<file path="src/rtl/hex_disp_reader.sv">
// Recovers per-digit 4-bit symbol codes from a multiplexed active-low 7-segment bus.
// Each (pattern, digit) pair must hold for STABLE_CYCLES samples before it is captured once.
module hex_disp_reader #(
  parameter int NUM_DIGITS    = 4,
  parameter int STABLE_CYCLES = 4
) (
  input  logic                    clk,
  input  logic                    rst,
  input  logic [6:0]              seg_in,
  input  logic [NUM_DIGITS-1:0]   dig_sel,
  input  logic                    clr,
  output logic [4*NUM_DIGITS-1:0] codes,
  output logic [NUM_DIGITS-1:0]   valid,
  output logic [NUM_DIGITS-1:0]   err,
  output logic                    update,
  output logic                    frame_done
);

  typedef enum logic {ACQUIRE, LOCKED} state_t;

  localparam logic [7:0] STABLE_LEN = 8'(STABLE_CYCLES);

  // Returns {err, code}; an unrecognised pattern decodes as blank with err set.
  function automatic logic [4:0] decode(input logic [6:0] seg);
    case (seg)
      7'b1000000: decode = 5'h00;
      7'b1111001: decode = 5'h01;
      7'b0100100: decode = 5'h02;
      7'b0110000: decode = 5'h03;
      7'b0011001: decode = 5'h04;
      7'b0010010: decode = 5'h05;
      7'b0000010: decode = 5'h06;
      7'b1111000: decode = 5'h07;
      7'b0000000: decode = 5'h08;
      7'b0010000: decode = 5'h09;
      7'b0001000: decode = 5'h0A;
      7'b0001100: decode = 5'h0B;
      7'b0111001: decode = 5'h0C;
      7'b0001111: decode = 5'h0D;
      7'b0111111: decode = 5'h0E;
      7'b1111111: decode = 5'h0F;
      default:    decode = 5'h1F;
    endcase
  endfunction

  logic [6:0]            s_seg;
  logic [NUM_DIGITS-1:0] s_sel;
  logic [7:0]            run_len;
  state_t                state;

  logic       legal_in;
  logic       same_pair;
  logic [7:0] run_next;
  logic       capture;
  logic [3:0] dec_code;
  logic       dec_err;
  logic       cap_update;
  logic       cap_frame;

  // The run counter tracks the sample being registered this edge, so it is
  // compared against the pair currently held in s_seg/s_sel.
  assign legal_in  = $onehot(dig_sel);
  assign same_pair = (seg_in == s_seg) && (dig_sel == s_sel);
  assign run_next  = !legal_in ? 8'd0 :
                     !same_pair ? 8'd1 :
                     (run_len == 8'hFF) ? run_len : run_len + 8'd1;
  assign capture   = (state == ACQUIRE) && (run_len == STABLE_LEN);
  assign {dec_err, dec_code} = decode(s_seg);

  // NOTE: every variable driven here gets a default first so no latch is inferred.
  always_comb begin
    cap_update = 1'b0;
    for (int i = 0; i < NUM_DIGITS; i++) begin
      if (s_sel[i] && (!valid[i] || codes[4*i +: 4] != dec_code || err[i] != dec_err))
        cap_update = 1'b1;
    end
    cap_frame = (&(valid | s_sel)) && !(&valid);
  end

  // NOTE: sequential state uses non-blocking assignments so every register
  // samples pre-edge values regardless of statement order.
  always_ff @(posedge clk) begin
    if (rst) begin
      s_seg      <= 7'h7F;
      s_sel      <= '0;
      run_len    <= 8'd0;
      state      <= ACQUIRE;
      codes      <= '1;
      valid      <= '0;
      err        <= '0;
      update     <= 1'b0;
      frame_done <= 1'b0;
    end else begin
      s_seg      <= seg_in;
      s_sel      <= dig_sel;
      update     <= 1'b0;
      frame_done <= 1'b0;
      if (clr) begin
        run_len <= 8'd0;
        state   <= ACQUIRE;
        codes   <= '1;
        valid   <= '0;
        err     <= '0;
      end else begin
        run_len <= run_next;
        case (state)
          ACQUIRE: begin
            if (capture) begin
              for (int i = 0; i < NUM_DIGITS; i++) begin
                if (s_sel[i]) begin
                  codes[4*i +: 4] <= dec_code;
                  err[i]          <= dec_err;
                  valid[i]        <= 1'b1;
                end
              end
              update     <= cap_update;
              frame_done <= cap_frame;
              // A pair that changes on the capture edge starts a fresh run.
              state      <= (legal_in && same_pair) ? LOCKED : ACQUIRE;
            end
          end
          LOCKED: begin
            if (!(legal_in && same_pair))
              state <= ACQUIRE;
          end
          default: state <= ACQUIRE;
        endcase
      end
    end
  end

endmodule

</file>
<file path="config.mk">
export PLATFORM = sky130hd
export DESIGN_NAME = hex_disp_reader
export DESIGN_NICKNAME = d
export VERILOG_FILES = /design/src/rtl/hex_disp_reader.sv
export SDC_FILE = /design/constraint.sdc
export NUM_CORES = 1
export LEC_CHECK = 0
export BUFFER_PORTS_ARGS = -buffer_cell sky130_fd_sc_hd__buf_4
export CAP_MARGIN = 10
export CORE_AREA = 2 2 68 70
export DETAILED_ROUTE_END_ITERATION = 10
export DIE_AREA = 0 0 70 72
export PLACE_DENSITY = 0.82
export SYNTH_ARGS = -nofsm -noshare
export SYNTH_HDL_FRONTEND = slang
export SYNTH_SLANG_ARGS = --single-unit
</file>
<file path="constraint.sdc">
create_clock -name clk -period 4.8 [get_ports clk]
set_input_delay 0.48 -clock clk [delete_from_list [all_inputs] [get_ports clk]]
set_output_delay 0.48 -clock clk [all_outputs]
set_load 0.01 [all_outputs]
</file>
==> metrics.md, run 1 <==
| Metric | Value |
|---|---|
| Number of buffer and inverter instances along the worst setup path | `0` |
| Required time worst endpoint | `4980 ps` |
| Mean cell area of the mapped netlist | `8.63 um^2` |
| Most common cell type on the critical path | `or4b_1` |
| Slowest stage cell on the critical path | `dfxtp_1` |
| Die area | `5040 um^2` |
| Diodes inserted | `0` |
| Global routing usage on met2 | `40.6%` |
| Most used flip-flop cell after synthesis | `dfxtp_1` |
| Commonest cells in the synthesized netlist | `46 x dfxtp_1, 35 x nor2_1, 24 x nand2_1` |
| Chip Width | `70 um` |
| Post-Syn Area | `2490 um^2` |
| Storage cell area | `921 um^2` |
| Maximum root-to-sink buffer count | `2` |
| Area Overhead vs Synth | `15.1%` |
| Largest net degree at the start of global routing | `19` |
| Sinks on the clock net | `46` |
| Layout cells sized above 1 | `22.2%` |
| Synth Register Bits | `46` |
| Setup crit start kind | `register` |
| Core Footprint | `4260 um^2` |
| Number of enable-type register cells in the synthesized netlist | `0` |
| Final non-filler cell area | `2870 um^2` |
| Vias | `2,180` |
| Met1 Resource Use GR | `30.9%` |
| Placement row count | `24` |
| Antenna violations before repair | `0` |
| Number of setup buffers added after CTS | `0` |
| Final nets | `342` |
| Final worst-path cycle share | `61.2%` |
| Number of cells on the worst reg-to-reg path | `8` |
| Worst setup slack before clock tree synthesis | `1890 ps` |
| Leading area contributor after synthesis | `dfxtp_1` |
| Clock Skews | `3.37 ps` |
| Count of unique library cells instantiated by Yosys | `51` |
| Remaining DRCs | `0` |
| Post-Syn Nets | `308` |
| Slowest cell delay on critical path | `590 ps` |
| Yosys warnings | `0` |
| Global-route wire length before repair | `9.68 mm` |
| Launch instance of the worst min-delay path | `seg_in[6]` |
| Master cell of the clock root buffer | `clkbuf_8` |
| Shortest period the worst path allows | `2940 ps` |
| Highest attainable clock frequency | `340 MHz` |
| DIE HEIGHT | `72 um` |
| Met3 usage in global routing | `4.44%` |
| Routed length per placed instance | `15.1 um` |
| Final hold violations | `0` |
| Length of the first detailed-routing pass in iterations | `4` |
| Endpoint of the worst-slack reg-to-reg timing path | `update` |
| Initial DRC count | `232` |
| Number of global-route vias before repair | `2,035` |
| Post-detailed-placement half-perimeter wirelength | `4.13 mm` |
| Slack of the critical path | `1860 ps` |
| Static power due to leakage | `1.20 nW` |
| CTS Hold Buffers Added | `0` |
| Max-cap violations | `0` |
| Total gr overflow | `0` |
| Power density of the placed cells | `251 nW/um^2` |
| Result of the run | `complete, no violations` |
| TritonCTS clock tree | `done` |
| IR Drop Worst-Case VDD | `185 uV` |
| Reg clk slew, reported paths | `80 ps` |
| Number of fill cells in the layout | `367` |
| Highest fanout seen on the critical path | `14` |
| ANT nets after route | `0` |
| Finish-stage setup viols | `0` |
| Area after detailed placement | `2780 um^2` |
| Number of cells traversed by the worst hold path | `2` |
| Unrepaired setup endpoints after global routing | `false` |
| Setup slack, reg-to-reg | `1860 ps` |
| Gpl congestion | `0.860` |
| Data arrival time at the worst-slack endpoint | `3120 ps` |
| Starting Density | `58.5%` |
| Biggest area contributors in the synthesized netlist | `dfxtp_1 37%, xor2_1 7.4%, nor2_1 5.3%` |
| IO Pins | `40` |
| Sequential-to-total area share from yosys stat | `36.9%` |
| Rel. slew slack | `20.2%` |
| Total routing resource utilization after global routing | `23.7%` |
| Cell-by-cell listing of the critical path | `or4b_1 -> or4b_1 -> and3_4 -> nand4_4 -> nand2_2 -> xor2_1 -> o41ai_1 -> a31oi_1` |
| Mapped Cells | `289` |
| Kind of cell with the highest combined delay on the critical path | `simple AND/OR/NAND/NOR gates` |
| CP endpoint kind | `register` |
| Area occupied by multi-input gates | `1450 um^2` |
| Clock latency on the worst-skew pair | `300 ps` |
| Mean number of vias per cell | `5.80` |
| Htree depth | `2` |
| Actual transition at the worst max-transition pin | `1190 ps` |
| Highest-utilization routing layer at the global route stage | `met2` |
| DRT Wirelength | `5.68 mm` |
| Worst hold-check path type | `input port to register` |
| IO Port Bufs | `39` |
| Number of CTS-inserted buffers | `5` |
| Hold Crit Endpoint | `s_seg[6]` |
| Yosys top cell area share | `36.9%` |
| Reg-to-reg startpoint | `s_seg[5]` |
| Total negative setup slack | `0 ps` |
| Final slew viol count | `0` |
| Post-synthesis async set-or-reset flop share | `0%` |
| Category of the critical setup timing path | `register to register` |
| Dominant cell by count in the synthesized netlist | `dfxtp_1` |
| CTS resizes | `0` |
## worst register-to-register path: stages (launching register included)
cell,delay (ps)
dfxtp_1,590
or4b_1,490
or4b_1,540
and3_4,220
nand4_4,200
nand2_2,160
xor2_1,180
o41ai_1,340
a31oi_1,120
## cell type report
class	count	share of cell area, %
inverters	11	1.44
flip-flops and latches	46	32.1
well taps	52	2.27
repair buffers	40	10.5
clock inverters	1	0.174
clock buffers	7	3.01
multi-input cells	219	50.6
## metrics by stage
step / power [W] / cells / hold WS (ps) / utilization (%)
floorplan: 0.000463 / 289 / 441 / -
global placement: 0.000481 / 368 / 453 / 65.2
detailed placement: 0.000483 / 368 / 483 / 65.2
CTS: 0.000724 / 376 / 371 / 67.3
global route: 0.000750 / 376 / 373 / 67.3
finish: 0.000722 / 376 / 378 / 67.3
## how the worst max path moves through the flow
stage | from | to | slack (ps) | depth (start not counted)
floorplan | s_seg[0] | update | 2330 | 8
global placement | s_seg[5] | update | 1980 | 8
detailed placement | s_seg[5] | update | 1890 | 8
CTS | s_seg[5] | update | 1880 | 8
global route | s_seg[5] | update | 1670 | 8
finish | s_seg[5] | update | 1860 | 8
## layer usage
metal | vias to the layer above | wire length, um
met5 | - | 0
met4 | 0 | 46
met3 | 5 | 302
met2 | 59 | 2790
met1 | 1017 | 2540
li1 | 1099 | -
## sequential cells by signal, summed over array words and instances, names as in the netlist
signal / flops
state: 1
valid: 4
err: 4
run_len: 8
frame_done: 1
codes: 16
update: 1
s_seg: 7
s_sel: 4
## placed cells by master (no fill, tap or decap), types with 4 or more instances in the layout
master | netlist | routed
dfxtp_1 | 46 | 46
buf_4 | 0 | 40
nor2_1 | 35 | 35
nand2_1 | 24 | 24
xor2_1 | 21 | 21
a21oi_1 | 13 | 13
inv_1 | 11 | 11
o211ai_1 | 11 | 11
mux2i_1 | 11 | 11
or2_2 | 10 | 10
nor4_1 | 8 | 8
o21ai_0 | 7 | 7
nand3_1 | 7 | 7
nand2_2 | 6 | 6
a22oi_1 | 6 | 6
clkbuf_8 | 2 | 6
nand4_1 | 5 | 5
and3_1 | 5 | 5
ha_1 | 4 | 4
## logic make-up (layout without fill, tap and decap cells)
group / Yosys count / after routing / synth area share (%)
and+or+nand+nor: 130 / 130 / 29.5
AOI/OAI and AO/OA: 49 / 49 / 13.0
DFF: 46 / 46 / 36.9
xor gates and xnor gates: 24 / 24 / 8.43
buffers and inverters: 24 / 59 / 4.86
muxes: 11 / 11 / 4.41
adders and majority gates: 5 / 5 / 2.81
## power by group
group          internal [W]  total (W)  switching [W]
clock network      0.000116   0.000246       0.000130
registers          0.000387   0.000402      0.0000149
logic             0.0000352  0.0000739      0.0000387
total              0.000538   0.000722       0.000183
Power figures use the tool's default switching activity.
==> inputs of run 2 (changes only) <==
ABC_AREA = 1   (was default)
CORE_AREA = 2 2 70 72   (was 2 2 68 70)
DIE_AREA = 0 0 72 74   (was 0 0 70 72)
PLACE_DENSITY = 0.78   (was 0.82)
clock period = 2.8 ns   (was 4.8 ns; I/O delays follow)
==> metrics.md, run 2 <==
| Metric | Value |
|---|---|
| Result of the run | `complete, no violations` |
| Final hold violations | `0` |
| Reg clk slew, reported paths | `80 ps` |
| Static power due to leakage | `1.48 nW` |
| Unrepaired setup endpoints after global routing | `false` |
| Setup slack, reg-to-reg | `640 ps` |
| CTS Hold Buffers Added | `0` |
| Remaining DRCs | `0` |
| Sinks on the clock net | `46` |
| Largest net degree at the start of global routing | `22` |
| CTS resizes | `0` |
| Placement row count | `25` |
| Slowest stage cell on the critical path | `dfxtp_1` |
| Master cell of the clock root buffer | `clkbuf_8` |
| Synth Register Bits | `46` |
| IO Pins | `40` |
| Number of cells traversed by the worst hold path | `3` |
| Htree depth | `2` |
| Total negative setup slack | `0 ps` |
| Slowest cell delay on critical path | `470 ps` |
| Highest fanout seen on the critical path | `17` |
| Final slew viol count | `0` |
| Most frequent cells in the layout | `98 x nand2_1, 59 x inv_1, 46 x nor2_1, 46 x dfxtp_1, 40 x buf_4` |
| Global-route wire length before repair | `10.2 mm` |
| Reg-to-reg startpoint | `s_seg[6]` |
| Length of the first detailed-routing pass in iterations | `4` |
| DRT Wirelength | `5.90 mm` |
| Biggest area contributors in the synthesized netlist | `dfxtp_1 37%, nand2_1 15%, inv_1 8.9%` |
| Launch instance of the worst min-delay path | `seg_in[3]` |
| Setup crit start kind | `register` |
| Top flop regs | `codes: 16 flops, run_len: 8 flops, s_seg: 7 flops` |
| Main combinational cell family by area after synthesis | `simple AND/OR/NAND/NOR gates` |
| Total power | `0.00123 W` |
| Power density of the placed cells | `419 nW/um^2` |
| Most used flip-flop cell after synthesis | `dfxtp_1` |
| Number of buffer and inverter instances along the worst setup path | `2` |
| Portion of netlist area occupied by mux cells | `0%` |
| TritonCTS clock tree | `done` |
| Share of the core filled with cells | `63.7%` |
| Yosys top cell area share | `36.8%` |
| Number of enable-type register cells in the synthesized netlist | `0` |
| Number of cells on the worst reg-to-reg path | `16` |
| Antenna violations before repair | `0` |
| Post-Syn Area | `2500 um^2` |
| Data arrival time at the worst-slack endpoint | `2360 ps` |
| Total routing resource utilization after global routing | `24.3%` |
| Worst Hold Margin | `179 ps` |
| Number of global-route vias before repair | `2,333` |
| Clock latency on the worst-skew pair | `290 ps` |
| Core Footprint | `4600 um^2` |
| Number of CTS-inserted buffers | `5` |
| Dominant cell by count in the synthesized netlist | `nand2_1` |
| Actual transition at the worst max-transition pin | `403 ps` |
| IO Port Bufs | `39` |
| Fraction of the mapped netlist area in compound gates | `14.1%` |
| Rel. slew slack | `72.9%` |
| IR Drop Worst-Case VDD | `279 uV` |
| Endpoint of the worst-slack reg-to-reg timing path | `update` |
| Gpl congestion | `0.876` |
| Vias | `2,500` |
| Clock Skews | `6.78 ps` |
| Diodes inserted | `0` |
| Chip Width | `72 um` |
| Register with the highest flop count | `codes` |
| Most common cell after layout, fill and taps aside | `nand2_1` |
| Hold Crit Endpoint | `s_seg[3]` |
| Count of unique library cells instantiated by Yosys | `29` |
| Sequential-to-total area share from yosys stat | `36.8%` |
| Total gr overflow | `0` |
| Layout cells sized above 1 | `14.5%` |
| Cell-by-cell listing of the critical path | `inv_2 -> nand2_2 -> nor2_2 -> nand2_1 -> nand2_2 -> nor2_2 -> nand3_4 -> nand2_2 -> inv_2 -> nand2_1 -> nand2_1 -> nand3b_1 -> nand2_1 -> nand2_1 -> nor2_1 -> nor2_1` |
| Area Overhead vs Synth | `17.1%` |
| Shortest period the worst path allows | `2160 ps` |
| Mean number of vias per cell | `5.20` |
| Routed length per placed instance | `12.3 um` |
| Final nets | `447` |
| Mean cell area of the mapped netlist | `6.50 um^2` |
| Start point of the critical path | `s_seg[6]` |
| Area share of xor/xnor cells in the synthesized design | `1.75%` |
| Die area | `5330 um^2` |
| Leading area contributor after synthesis | `dfxtp_1` |
| Max reg flops | `16` |
| Post-Syn Nets | `404` |
| Worst hold-check path type | `input port to register` |
| Basic-gate share of the synthesized area counting and, or, nand and nor cells | `34.3%` |
| Post-synthesis async set-or-reset flop share | `0%` |
| Highest attainable clock frequency | `462 MHz` |
| Number of setup buffers added after CTS | `0` |
| Commonest cells in the synthesized netlist | `98 x nand2_1, 59 x inv_1, 46 x dfxtp_1, 46 x nor2_1, 32 x a21oi_1` |
| DIE HEIGHT | `74 um` |
| ANT nets after route | `0` |
| Required time worst endpoint | `2990 ps` |
| Most common cell type on the critical path | `nand2_1` |
| Category of the critical setup timing path | `register to register` |
| Finish-stage setup viols | `0` |
| Initial DRC count | `215` |
| Post-detailed-placement half-perimeter wirelength | `4.47 mm` |
| Number of fill cells in the layout | `454` |
| Adder and majority gate portion of the synthesized area | `2.80%` |
| Max-cap violations | `0` |
| Final worst-path cycle share | `77.3%` |
| CP endpoint kind | `register` |
| Mapped Cells | `385` |
| Kind of cell with the highest combined delay on the critical path | `simple AND/OR/NAND/NOR gates` |
| Starting Density | `54.4%` |
| Maximum root-to-sink buffer count | `2` |
| Yosys warnings | `0` |
-- run 2: cell families (layout without fill, tap and decap cells) --
logic type / after synthesis / in the layout
DFF: 46 / 46
and+or+nand+nor: 194 / 194
AOI/OAI and AO/OA: 69 / 69
buffers and inverters: 66 / 108
xor gates and xnor gates: 5 / 5
adders and majority gates: 5 / 5
-- run 2: metrics by stage --
| step | setup WS (ps) | instances | cell area [um^2] |
|---|---|---|---|
| after global placement | 438 | 475 | 2850 |
| final | 637 | 481 | 2930 |
| after global routing | 346 | 481 | 2930 |
| after detailed placement | 345 | 475 | 2850 |
| after CTS | 657 | 481 | 2930 |
| after floorplan | 676 | 385 | 2500 |
-- run 2: worst max-delay path by stage --
stage	to	cells past startpoint
6_report	update	16
5_1_grt	update	16
4_1_cts	update	16
3_5_place_dp	run_len[2]	11
3_3_place_gp	run_len[4]	11
2_1_floorplan	run_len[3]	10
-- run 2: routing by layer --
metal  track usage, %  vias up  routed length (um)
li1                 -     1309                   -
met1             31.6     1131                2770
met2             41.2       52                2790
met3             5.15        8                 279
met4             6.92        0                  65
met5                0        -                   0
-- run 2: worst min-delay path: stages --
cell and delay (ps):
buf_4 80, inv_1 40, nand2_1 50
-- run 2: cell type report --
class	count	area, um^2	area share, %
Sequential cell	46	921	31.4
Clock buffer	6	82.6	2.82
Multi-Input combinational cell	273	1330	45.2
Timing Repair Buffer	40	300	10.3
Tap cell	54	67.6	2.31
Inverter	62	233	7.95
-- run 2: power by group --
group	leakage, nW	switching, W	internal (W)	total, W
combinational	1.06	0.0000929	0.0000531	0.000146
clock	0.0431	0.000213	0.000191	0.000404
sequential	0.374	0.0000128	0.000663	0.000676
==> inputs of run 3 (changes only) <==
clock period = 2.2 ns   (was 2.8 ns; I/O delays follow)
==> metrics.md, run 3 (synthesis gave the netlist of run 2 again) <==
| Metric | Value |
|---|---|
| IO Pins | `40` |
| Slack of the critical path | `132 ps` |
| Routed length per placed instance | `12.7 um` |
| Finish-stage setup viols | `0` |
| TritonCTS clock tree | `done` |
| Setup crit start kind | `register` |
| Length of the first detailed-routing pass in iterations | `5` |
| Largest net degree at the start of global routing | `22` |
| DIE HEIGHT | `74 um` |
| Chip Width | `72 um` |
| Total gr overflow | `0` |
| Global-route wire length before repair | `9.90 mm` |
| Htree depth | `2` |
| Clock latency on the worst-skew pair | `300 ps` |
| Vias | `2,656` |
| ANT nets after route | `0` |
| Number of CTS-inserted buffers | `5` |
| Antenna violations before repair | `0` |
| Rel. slew slack | `73.3%` |
| Highest fanout seen on the critical path | `7` |
| Initial DRC count | `247` |
| Area Overhead vs Synth | `22.5%` |
| Reg clk slew, reported paths | `90 ps` |
| Total negative setup slack | `0 ps` |
| CTS Hold Buffers Added | `0` |
| Total routing resource utilization after global routing | `23.6%` |
| Diodes inserted | `0` |
| Post-detailed-placement half-perimeter wirelength | `4.60 mm` |
| Register with the highest flop count | `codes` |
| Actual transition at the worst max-transition pin | `400 ps` |
| CP endpoint kind | `register` |
| Power density of the placed cells | `527 nW/um^2` |
| Maximum root-to-sink buffer count | `2` |
| IR Drop Worst-Case VDD | `330 uV` |
| Most common cell after layout, fill and taps aside | `nand2_1` |
| Remaining DRCs | `0` |
| Sinks on the clock net | `46` |
| Mean number of vias per cell | `5.40` |
| Layout cells sized above 1 | `20.1%` |
| Start point of the critical path | `s_seg[5]` |
| Clock Skews | `6.73 ps` |
| Max reg flops | `16` |
| Required time worst endpoint | `2400 ps` |
| Top flop regs | `codes: 16 flops, run_len: 8 flops, s_seg: 7 flops` |
| Shortest period the worst path allows | `2070 ps` |
| Worst hold-check path type | `input port to register` |
| Static power due to leakage | `1.54 nW` |
| Result of the run | `complete, no violations` |
| DRT Wirelength | `6.27 mm` |
| Starting Density | `54.4%` |
| Master cell of the clock root buffer | `clkbuf_8` |
| Final nets | `456` |
| Number of global-route vias before repair | `2,259` |
| Highest attainable clock frequency | `484 MHz` |
| Gpl congestion | `0.863` |
| Placement row count | `25` |
| Worst setup slack before clock tree synthesis | `-145 ps` |
| Final slew viol count | `0` |
| Final worst-path cycle share | `94.0%` |
| Data arrival time at the worst-slack endpoint | `2270 ps` |
| Launch instance of the worst min-delay path | `seg_in[6]` |
| Category of the critical setup timing path | `register to register` |
| Most frequent cells in the layout | `97 x nand2_1, 59 x inv_1, 48 x buf_4` |
| Max-cap violations | `0` |
| Final hold violations | `0` |
| Reg-to-reg startpoint | `s_seg[5]` |
| Core Footprint | `4600 um^2` |
| IO Port Bufs | `39` |
| Number of fill cells in the layout | `429` |
| Die area | `5330 um^2` |
==> run 3: cell count changes in the layout (fill, tap and decap cells not counted), moves of 2 or more <==
cell     delta
dfxtp_2     +7
nor2_4      +2
nor2_1      -5
buf_4       +8
dfxtp_1     -7
nor2_2      +3
==> run 3: worst max-delay path: stages (launching register included) <==
cell	delay [ps]
dfxtp_2	350
inv_1	100
nand2_2	90
nor2_1	190
nand2_1	130
nand2_2	130
nor2_4	70
nand2_2	150
inv_1	130
nand2_1	90
nand2_1	50
nor2_1	120
nand3_1	110
nand2_1	70
nand2_1	50
nor2_1	90
nor2_1	50
==> run 3: worst paths after layout <==
check        depth (start not counted)  endpoint  slack, ps
max                                 16    update        130
min                                  2  s_seg[6]        110
max reg2reg                         16    update        130
min reg2reg                          2     state        490
==> run 3: metrics by stage <==
| stage | hold WS (ps) | std cells | cell area, um^2 | utilization (%) | power [W] |
|---|---|---|---|---|---|
| floorplan | 292 | 385 | 2500 | - | 0.00101 |
| global placement | 422 | 482 | 2900 | 63.0 | 0.00107 |
| detailed placement | 426 | 482 | 2900 | 63.0 | 0.00108 |
| CTS | 109 | 490 | 2990 | 65.1 | 0.00161 |
| global route | 109 | 492 | 3060 | 66.6 | 0.00168 |
| finish | 115 | 492 | 3060 | 66.6 | 0.00162 |
==> run 3: per-layer routing <==
metal / share of wire (%) / track usage (%) / up-vias / wire length (um)
met4: 1.3 / 7.34 / 0 / 80
met2: 48 / 40.5 / 93 / 3020
li1: - / - / 1339 / -
met1: 44 / 30.8 / 1213 / 2760
met5: 0 / 0 / - / 0
met3: 6.5 / 3.79 / 11 / 410
==> run 3: where the power goes <==
| part | total (W) | switching, W | internal (W) | leakage (nW) |
|---|---|---|---|---|
| registers | 0.000862 | 0.0000166 | 0.000845 | 0.373 |
| clock network | 0.000541 | 0.000288 | 0.000253 | 0.0472 |
| logic | 0.000212 | 0.000128 | 0.0000840 | 1.12 |
| total | 0.00162 | 0.000433 | 0.00118 | 1.54 |
==> run 3: layout make-up <==
| class | instances | area (um^2) | area share (%) |
|---|---|---|---|
| multi-input combinational | 274 | 1380 | 45.0 |
| sequential | 46 | 930 | 30.4 |
| timing repair buffer | 48 | 360 | 11.8 |
| inverter | 62 | 233 | 7.60 |
| clock buffer | 6 | 82.6 | 2.70 |
| tap | 54 | 67.6 | 2.21 |
| clock inverter | 2 | 12.5 | 0.408 |
==> run 3: what timing repair did <==
item | in CTS | in global routing
setup endpoints to repair | 0 | 2
gates resized for setup | 0 | 18
buffers inserted | 0 | 1
